**config.mk**
```make
export PLATFORM = sky130hd
export DESIGN_NAME = sar_ctrl
export DESIGN_NICKNAME = d
export VERILOG_FILES = /design/src/rtl/sar_ctrl.sv
export SDC_FILE = /design/constraint.sdc
export NUM_CORES = 1
export LEC_CHECK = 0
export ABC_CLOCK_PERIOD_IN_PS = 5300
export CORE_AREA = 2 2 45 57
export DETAILED_ROUTE_END_ITERATION = 10
export DIE_AREA = 0 0 47 59
export DONT_BUFFER_PORTS = 1
export PLACE_DENSITY_LB_ADDON = 0.1
export SYNTH_ARGS = -nofsm -noshare
export SYNTH_HDL_FRONTEND = slang
export SYNTH_SLANG_ARGS = --single-unit
export TNS_END_PERCENT = 30
```
**constraint.sdc**
```tcl
create_clock -name i_clk -period 5.3 [get_ports i_clk]
set_clock_uncertainty 0.2 [all_clocks]
set_input_delay 0.53 -clock i_clk [delete_from_list [all_inputs] [get_ports i_clk]]
set_output_delay 0.53 -clock i_clk [all_outputs]
set_load 0.05 [all_outputs]
```
**src/rtl/sar_ctrl.sv**
```systemverilog
// Successive-approximation ADC controller: track/hold, MSB-first binary search on the DAC code, result + done pulse.
// Optional sticky end-of-conversion flag on o_irq when SAR_ADC_IRQ_EN is defined.
module sar_ctrl #(
  parameter int unsigned ADC_RESOLUTION = 8,
  parameter int unsigned SAMPLE_CYCLES  = 2,
  parameter int unsigned SETTLE_CYCLES  = 1
) (
  input  logic                      i_clk,
  input  logic                      i_rst_n,
  input  logic                      i_start,
  input  logic                      i_comp,
  input  logic                      i_irq_clr,
  output logic                      o_sample,
  output logic [ADC_RESOLUTION-1:0] o_dac_code,
  output logic                      o_busy,
  output logic                      o_done,
  output logic [ADC_RESOLUTION-1:0] o_result,
  output logic                      o_irq
);

  localparam int unsigned N   = ADC_RESOLUTION;
  localparam int unsigned SCW = (SAMPLE_CYCLES > 1) ? $clog2(SAMPLE_CYCLES) : 1;
  localparam int unsigned TCW = (SETTLE_CYCLES > 0) ? $clog2(SETTLE_CYCLES + 1) : 1;
  localparam int unsigned KW  = $clog2(N);

  localparam logic [1:0] ST_IDLE    = 2'd0;
  localparam logic [1:0] ST_SAMPLE  = 2'd1;
  localparam logic [1:0] ST_CONVERT = 2'd2;
  localparam logic [1:0] ST_DONE    = 2'd3;

  logic [1:0]   state_q, state_d;
  logic [SCW-1:0] scnt_q, scnt_d;
  logic [TCW-1:0] tcnt_q, tcnt_d;
  logic [KW-1:0]  k_q, k_d;
  logic [N-1:0] dac_q, dac_d;
  logic [N-1:0] result_q, result_d;
  logic         sample_q, sample_d;
  logic         busy_q, busy_d;
  logic         done_q, done_d;

  logic [N-1:0] bit_c;
  logic [N-1:0] code_c;

  // Trial bit under test, and the trial code with that bit resolved by the comparator.
  assign bit_c  = N'(1) << k_q;
  assign code_c = i_comp ? dac_q : (dac_q & ~bit_c);

  always_comb begin
    state_d  = state_q;
    scnt_d   = scnt_q;
    tcnt_d   = tcnt_q;
    k_d      = k_q;
    dac_d    = dac_q;
    result_d = result_q;
    sample_d = sample_q;
    busy_d   = busy_q;
    done_d   = 1'b0;
    case (state_q)
      ST_IDLE: begin
        dac_d    = '0;
        sample_d = 1'b0;
        busy_d   = 1'b0;
        if (i_start) begin
          state_d  = ST_SAMPLE;
          scnt_d   = '0;
          sample_d = 1'b1;
          busy_d   = 1'b1;
        end
      end
      ST_SAMPLE: begin
        if (scnt_q == SCW'(SAMPLE_CYCLES - 1)) begin
          state_d  = ST_CONVERT;
          sample_d = 1'b0;
          tcnt_d   = '0;
          k_d      = KW'(N - 1);
          dac_d    = {1'b1, {(N-1){1'b0}}};
        end else begin
          scnt_d = SCW'(scnt_q + 1'b1);
        end
      end
      ST_CONVERT: begin
        // Comparator is only trusted on the last (decision) cycle of each trial.
        if (tcnt_q == TCW'(SETTLE_CYCLES)) begin
          tcnt_d = '0;
          if (k_q == '0) begin
            state_d  = ST_DONE;
            result_d = code_c;
            dac_d    = code_c;
            done_d   = 1'b1;
            busy_d   = 1'b0;
          end else begin
            dac_d = code_c | (bit_c >> 1);
            k_d   = KW'(k_q - 1'b1);
          end
        end else begin
          tcnt_d = TCW'(tcnt_q + 1'b1);
        end
      end
      ST_DONE: begin
        dac_d = '0;
        if (i_start) begin
          state_d  = ST_SAMPLE;
          scnt_d   = '0;
          sample_d = 1'b1;
          busy_d   = 1'b1;
        end else begin
          state_d = ST_IDLE;
        end
      end
      default: state_d = ST_IDLE;
    endcase
  end

  always_ff @(posedge i_clk or negedge i_rst_n) begin
    if (!i_rst_n) begin
      state_q  <= ST_IDLE;
      scnt_q   <= '0;
      tcnt_q   <= '0;
      k_q      <= '0;
      dac_q    <= '0;
      result_q <= '0;
      sample_q <= 1'b0;
      busy_q   <= 1'b0;
      done_q   <= 1'b0;
    end else begin
      state_q  <= state_d;
      scnt_q   <= scnt_d;
      tcnt_q   <= tcnt_d;
      k_q      <= k_d;
      dac_q    <= dac_d;
      result_q <= result_d;
      sample_q <= sample_d;
      busy_q   <= busy_d;
      done_q   <= done_d;
    end
  end

  assign o_sample   = sample_q;
  assign o_dac_code = dac_q;
  assign o_busy     = busy_q;
  assign o_done     = done_q;
  assign o_result   = result_q;

`ifdef SAR_ADC_IRQ_EN
  logic irq_q, irq_d;

  // Set on entry to and during DONE so a clear coincident with the done pulse loses.
  always_comb begin
    irq_d = done_d | done_q | (irq_q & ~i_irq_clr);
  end

  always_ff @(posedge i_clk or negedge i_rst_n) begin
    if (!i_rst_n) irq_q <= 1'b0;
    else          irq_q <= irq_d;
  end

  assign o_irq = irq_q;
`else
  logic unused_irq_clr;
  assign unused_irq_clr = i_irq_clr;
  assign o_irq          = 1'b0;
`endif

endmodule
```
==> results.sh, run 1 <==
export IMPL_outcome="finished clean"
export IMPL_rr_worst_depth=6
export IMPL_portBuffers=0
export IMPL_slew_viol_final=0
export IMPL_postCtsSetupRepairBufs=0
export IMPL_ys_seq_area_frac=0.457
export IMPL_netlist_cell_type_count=34
export IMPL_rsz0062_at_grt="no"
export IMPL_cts_tree="done"
export IMPL_crit_arrival_ns=2.54
export IMPL_drive_gt1_frac=0.0872
export IMPL_hpwl_um=1900
export IMPL_numCtsBuffers=3
export IMPL_ys_warn_count=0
export IMPL_cts_resized=0
export IMPL_r2r_start="state_q[0]$_DFFE_PN0P_"
export IMPL_place_congestion=0.840
export IMPL_period_needed_ns=2.54
export IMPL_antenna_left=0
export IMPL_io_pins=25
export IMPL_hold_path_endpoint="scnt_q$_DFFE_PN0P_"
export IMPL_start_util=0.652
export IMPL_grt_ovfl_total=0
export IMPL_drc=0
export IMPL_ys_ff_latch=26
export IMPL_cts_root_buf="clkbuf_4"
export IMPL_drv_cap=0
export IMPL_hold_viol=0
export IMPL_synth_area_um2=1430
export IMPL_cts_sinks=26
export IMPL_avgSynthCellArea_um2=9.50
export IMPL_tightestPinTransition_ns=0.814
export IMPL_areaGrowthSynthToFinish_pct=3.78
export IMPL_syn_nets=167
export IMPL_grt_pass1_vias=1027
export IMPL_rows=19
export IMPL_power_density_nw_per_um2=554
export IMPL_critPathKind="flip-flop to flip-flop"
export IMPL_fmax_mhz=394
export IMPL_dieArea_um2=2770
export IMPL_worstSetupEndpointType="flip-flop"
export IMPL_timing_rr_end="state_q[1]$_DFFE_PN0P_"
export IMPL_ir_worst_vdd_mv=0.374
export IMPL_antenna_found_initial=0
export IMPL_grt_max_degree=27
export IMPL_clk_latency_ns=0.32
export IMPL_ff2ff_setup_slack_ns=2.76
export IMPL_setup_tns_ns=0
export IMPL_power_leakage_nw=0.690
export IMPL_crit_start="state_q[0]$_DFFE_PN0P_"
export IMPL_grt_pass1_wl_um=4290
export IMPL_relSlewSlack=0.454
export IMPL_first_pass_iters=5
export IMPL_die_x_um=47
export IMPL_wl_per_cell_um=14.2
export IMPL_coreArea_um2=2190
export IMPL_clk_pin_slew_worst_paths_ns=0.14
export IMPL_num_antenna_cells=0
export IMPL_wl_um=2550
export IMPL_postSynthCellCount=150
export IMPL_setup_violations=0
export IMPL_whs_path_depth=1
export IMPL_finalCritPeriodShare=0.479
export IMPL_holdWs_ns=0.0812
export IMPL_clk_path_buf_depth=2
export IMPL_grt_usage=0.211
export IMPL_vias_per_cell=5.70
export IMPL_die_y_um=59
export IMPL_hold_class="primary input to flip-flop"
export IMPL_num_vias=1026
export IMPL_worstPathRequired_ns=5.31
export IMPL_cts_htree_levels=1
export IMPL_cp_start_kind="flip-flop"
export IMPL_worstHoldStart="i_start"
export IMPL_crit_fanout=12
export IMPL_nets=168
export IMPL_postCtsHoldBufs=2
export IMPL_drt_initial_drc_count=43
sequential cells by signal, summed over array words and instances (netlist names):
name / flops
k_q: 3
o_busy: 1
o_dac_code: 8
o_done: 1
o_result: 8
o_sample: 1
scnt_q: 1
state_q: 2
tcnt_q: 1
cell type report:
cell class	instances	area, um2
clock buffer	3	22.5
multi-input combinational	107	696
fill	177	708
tap	31	38.8
timing repair buffer	2	30.0
sequential	26	651
inverter	11	41.3
synthesized netlist by cell type:
library cell,n,area [um2]
nor3_1,2,10.0
a21o_1,2,15.0
a311o_1,1,10.0
buf_2,3,15.0
nand2_1,24,90.1
dfrtp_1,26,651
nor2b_1,3,18.8
nor4_1,1,6.26
conb_1,1,3.75
a211oi_1,1,7.51
inv_1,10,37.5
mux2i_1,1,10.0
a2bb2oi_1,1,8.76
nand2b_1,2,12.5
nor2_1,6,22.5
a211oi_2,1,12.5
and2b_1,1,7.51
mux2_2,6,67.6
xnor2_1,1,8.76
buf_6,1,11.3
o31ai_1,1,7.51
buf_4,1,7.51
o211ai_1,1,7.51
nand3_1,2,10.0
a21oi_1,8,40.0
ha_1,12,150
a22oi_1,4,30.0
or3_1,1,6.26
o21a_1,1,7.51
a2111oi_2,1,15.0
o21ai_0,21,105
clkbuf_1,1,3.75
o21ai_1,1,5.00
inv_2,1,3.75
kinds of logic after synthesis:
family,synth area share
xor gates and xnor gates,0.00615
DFF,0.457
adders and majority gates,0.105
muxes,0.0544
other,0.00263
AOI/OAI and AO/OA,0.191
and+or+nand+nor,0.129
buffers and inverters,0.0553
layout by cell type, fill, tap and decap left out, types with 3 or more instances in the layout:
cell type	instances
dfrtp_1	26
nand2_1	24
o21ai_0	21
ha_1	12
inv_1	10
a21oi_1	8
mux2_2	6
nor2_1	6
a22oi_1	4
nor2b_1	3
clkbuf_4	3
how the worst max path moves through the flow:
stage	to	slack (ns)	depth (start not counted)
final	state_q[1]$_DFFE_PN0P_	2.76	6
after global routing	state_q[0]$_DFFE_PN0P_	2.55	6
after CTS	state_q[1]$_DFFE_PN0P_	2.76	6
after detailed placement	state_q[1]$_DFFE_PN0P_	2.78	6
after global placement	state_q[1]$_DFFE_PN0P_	2.88	6
after floorplan	o_busy$_DFFE_PN0P_	3.32	7
stage by stage:
| stage | area, um2 | setup WS (ns) | power [mW] | cells | util |
|---|---|---|---|---|---|
| final | 1480 | 2.76 | 0.819 | 180 | 0.676 |
| after global routing | 1480 | 2.55 | 0.885 | 180 | 0.676 |
| after CTS | 1480 | 2.76 | 0.823 | 180 | 0.676 |
| after detailed placement | 1430 | 2.78 | 0.737 | 175 | 0.652 |
| after global placement | 1430 | 2.88 | 0.719 | 175 | 0.652 |
| after floorplan | 1430 | 3.32 | 0.674 | 150 | - |
worst max-delay path: stages, from the launching register on:
cell and delay [ns]:
dfrtp_1 0.47, inv_1 0.19, ha_1 0.41, inv_2 0.13, o21ai_1 0.67, nor3_1 0.19
mux2i_1 0.17
per-layer routing:
metal | share of wire | routed length, um | global-route usage
met5 | 0 | 0 | 0
met4 | 0.011 | 28 | 0.0833
met3 | 0.047 | 120 | 0.0366
met2 | 0.54 | 1380 | 0.384
met1 | 0.40 | 1030 | 0.231
power breakdown:
group	internal (mW)	switching [mW]	leakage, nW
registers	0.249	0.151	0.296
logic	0.144	0.194	0.380
clock network	0.0266	0.0551	0.0138
total	0.419	0.400	0.690
Power figures use the tool's default switching activity.
==> run 2: changes to the inputs <==
--- a/config.mk
+++ b/config.mk
@@ -5,10 +5,10 @@
 export SDC_FILE = /design/constraint.sdc
 export NUM_CORES = 1
 export LEC_CHECK = 0
-export ABC_CLOCK_PERIOD_IN_PS = 5300
-export CORE_AREA = 2 2 45 57
+export ABC_CLOCK_PERIOD_IN_PS = 2300
+export CORE_AREA = 2 2 49 62
 export DETAILED_ROUTE_END_ITERATION = 10
-export DIE_AREA = 0 0 47 59
+export DIE_AREA = 0 0 51 64
 export DONT_BUFFER_PORTS = 1
 export PLACE_DENSITY_LB_ADDON = 0.1
 export SYNTH_ARGS = -nofsm -noshare
==> constraint.sdc (replaced) <==
create_clock -name i_clk -period 2.3 [get_ports i_clk]
set_clock_uncertainty 0.2 [all_clocks]
set_input_delay 0.23 -clock i_clk [delete_from_list [all_inputs] [get_ports i_clk]]
set_output_delay 0.23 -clock i_clk [all_outputs]
set_load 0.05 [all_outputs]
==> run 2 against run 1 <==
Net effect: combinational power grew to 2.5 times the previous value; flip-flop and latch count stayed put; via count is 1.9% higher; non-clock buffer count is 7 higher; final cell count is 6.1% higher; global-route usage is 2.1 points lower; sequential share of layout area is 2.6 points lower; routed wire length is 5.2% higher; sequential power is 120% higher.
==> results.sh, run 2 (synthesis results as in run 1) <==
export IMPL_num_antenna_cells=0
export IMPL_holdWs_ns=0.00675
export IMPL_worstPathRequired_ns=2.32
export IMPL_setup_ws_ns=0.185
export IMPL_power_share_combinational=0.411
export IMPL_coreArea_um2=2650
export IMPL_nets=175
export IMPL_rows=21
export IMPL_slowest_stage="dfrtp_1"
export IMPL_p_total_mw=2.06
export IMPL_path_cells="inv_1 -> ha_1 -> inv_2 -> nor2_1 -> a2111oi_2 -> mux2_2"
export IMPL_wl_um=2690
export IMPL_power_share_clock=0.153
export IMPL_finalCritPeriodShare=0.919
export IMPL_antenna_found_initial=0
export IMPL_outcome="finished clean"
export IMPL_cts_htree_levels=1
export IMPL_path_buf_inv=2
export IMPL_fmax_mhz=473
export IMPL_post_route_util=0.592
export IMPL_grt_pass1_wl_um=4750
export IMPL_drv_cap=0
export IMPL_swShare=0.455
export IMPL_power_density_nw_per_um2=1310
export IMPL_areaGrowthSynthToFinish_pct=10.2
export IMPL_finalNonFillerCells=191
export IMPL_rsz0062_at_grt="no"
export IMPL_num_vias=1046
export IMPL_cts_root_buf="clkbuf_4"
export IMPL_crit_arrival_ns=2.14
export IMPL_cts_tree="done"
export IMPL_setup_violations=0
export IMPL_start_util=0.537
export IMPL_wl_per_cell_um=14.1
export IMPL_pre_cts_slack_ns=0.196
export IMPL_cp_start_kind="flip-flop"
export IMPL_drive_gt1_frac=0.121
export IMPL_dpl_cell_area_um2=1470
export IMPL_r2r_start="state_q[0]$_DFFE_PN0P_"
export IMPL_power_leakage_nw=0.737
export IMPL_io_pins=25
export IMPL_clk_latency_ns=0.33
export IMPL_drt_initial_drc_count=16
export IMPL_hold_class="primary input to flip-flop"
export IMPL_worstHoldStart="i_comp"
export IMPL_die_y_um=64
export IMPL_layout_commonest_cell="dfrtp_1"
export IMPL_vias_per_cell=5.48
export IMPL_numCtsBuffers=3
export IMPL_ir_worst_vdd_mv=0.855
export IMPL_portBuffers=0
export IMPL_place_congestion=0.783
export IMPL_dp_cells=183
export IMPL_p_sw_uw=936
export IMPL_fin_area_um2=1570
export IMPL_cts_sinks=26
export IMPL_layout_common_cells="dfrtp_1, nand2_1, o21ai_0, ha_1, inv_1"
export IMPL_p_int_mw=1.12
export IMPL_first_pass_iters=4
export IMPL_grt_pass1_vias=1058
export IMPL_relSlewSlack=0.623
export IMPL_critPathKind="flip-flop to flip-flop"
export IMPL_grt_max_degree=27
export IMPL_period_needed_ns=2.11
export IMPL_setup_tns_ns=0
export IMPL_tightestPinTransition_ns=0.566
export IMPL_critPathTopFamily="flip-flops"
export IMPL_hpwl_um=2020
export IMPL_clk_pin_slew_worst_paths_ns=0.15
export IMPL_grt_ovfl_total=0
export IMPL_clk_path_buf_depth=2
export IMPL_max_stage_delay_ns=0.49
export IMPL_worstSetupEndpointType="flip-flop"
export IMPL_hold_viol=0
export IMPL_dieArea_um2=3260
export IMPL_drc=0
export IMPL_crit_fanout=7
export IMPL_cts_resized=0
export IMPL_slew_viol_final=0
export IMPL_antenna_left=0
export IMPL_die_x_um=51
export IMPL_crit_start="state_q[0]$_DFFE_PN0P_"
export IMPL_seqPwrFrac=0.436
export IMPL_grt_usage=0.190
[run 2: cell count changes in the layout (fill, tap and decap cells not counted), sizes merged]
cell,before,now
buf,1,6
bufinv,0,1
dlygate4sd3,1,3
[run 2: power by group through the flow]
stage	combinational, mW	sequential, mW	clock, mW
CTS	0.852	0.902	0.321
global route	0.972	0.917	0.333
detailed placement	0.831	0.912	0
floorplan	0.674	0.878	0
finish	0.846	0.897	0.314
global placement	0.806	0.905	0
[run 2: cell type report]
cell class              instances  area (um2)
clock buffers                   3        22.5
fillers                       250        1080
multi-input cells             107         696
flip-flops and latches         26         651
clock inverters                 1        30.0
well taps                      34        42.5
inverters                      11        41.3
repair buffers                  9        87.6
[run 2: tightest hold or removal path, delay by kind of cell]
family | cells | cell delay [ns]
simple gates | 3 | 0.15
compound gates | 1 | 0.12
[run 2: metal layers]
metal | up-vias | GRT usage | part of all wire
li1 | 524 | - | -
met4 | 0 | 0.0811 | 0.016
met1 | 497 | 0.207 | 0.42
met3 | 4 | 0.0280 | 0.034
met5 | - | 0 | 0
met2 | 21 | 0.352 | 0.53
[run 2: worst paths after layout]
path | slack (ns) | end | depth (start not counted)
min in group asynchronous | 0.12 | o_result[0]$_DFFE_PN0P_ | 2
worst min-delay path | 0.007 | o_result[3]$_DFFE_PN0P_ | 4
max in group asynchronous | 1.62 | o_result[3]$_DFFE_PN0P_ | 2
worst max register to register | 0.19 | o_busy$_DFFE_PN0P_ | 6
worst min register to register | 0.41 | k_q[1]$_DFFE_PN0P_ | 1
worst max-delay path | 0.19 | o_busy$_DFFE_PN0P_ | 6
[run 2: what timing repair did]
action	CTS	global route
endpoints found under the hold margin	30	0
buffers inserted	0	0
hold buffers	4	0
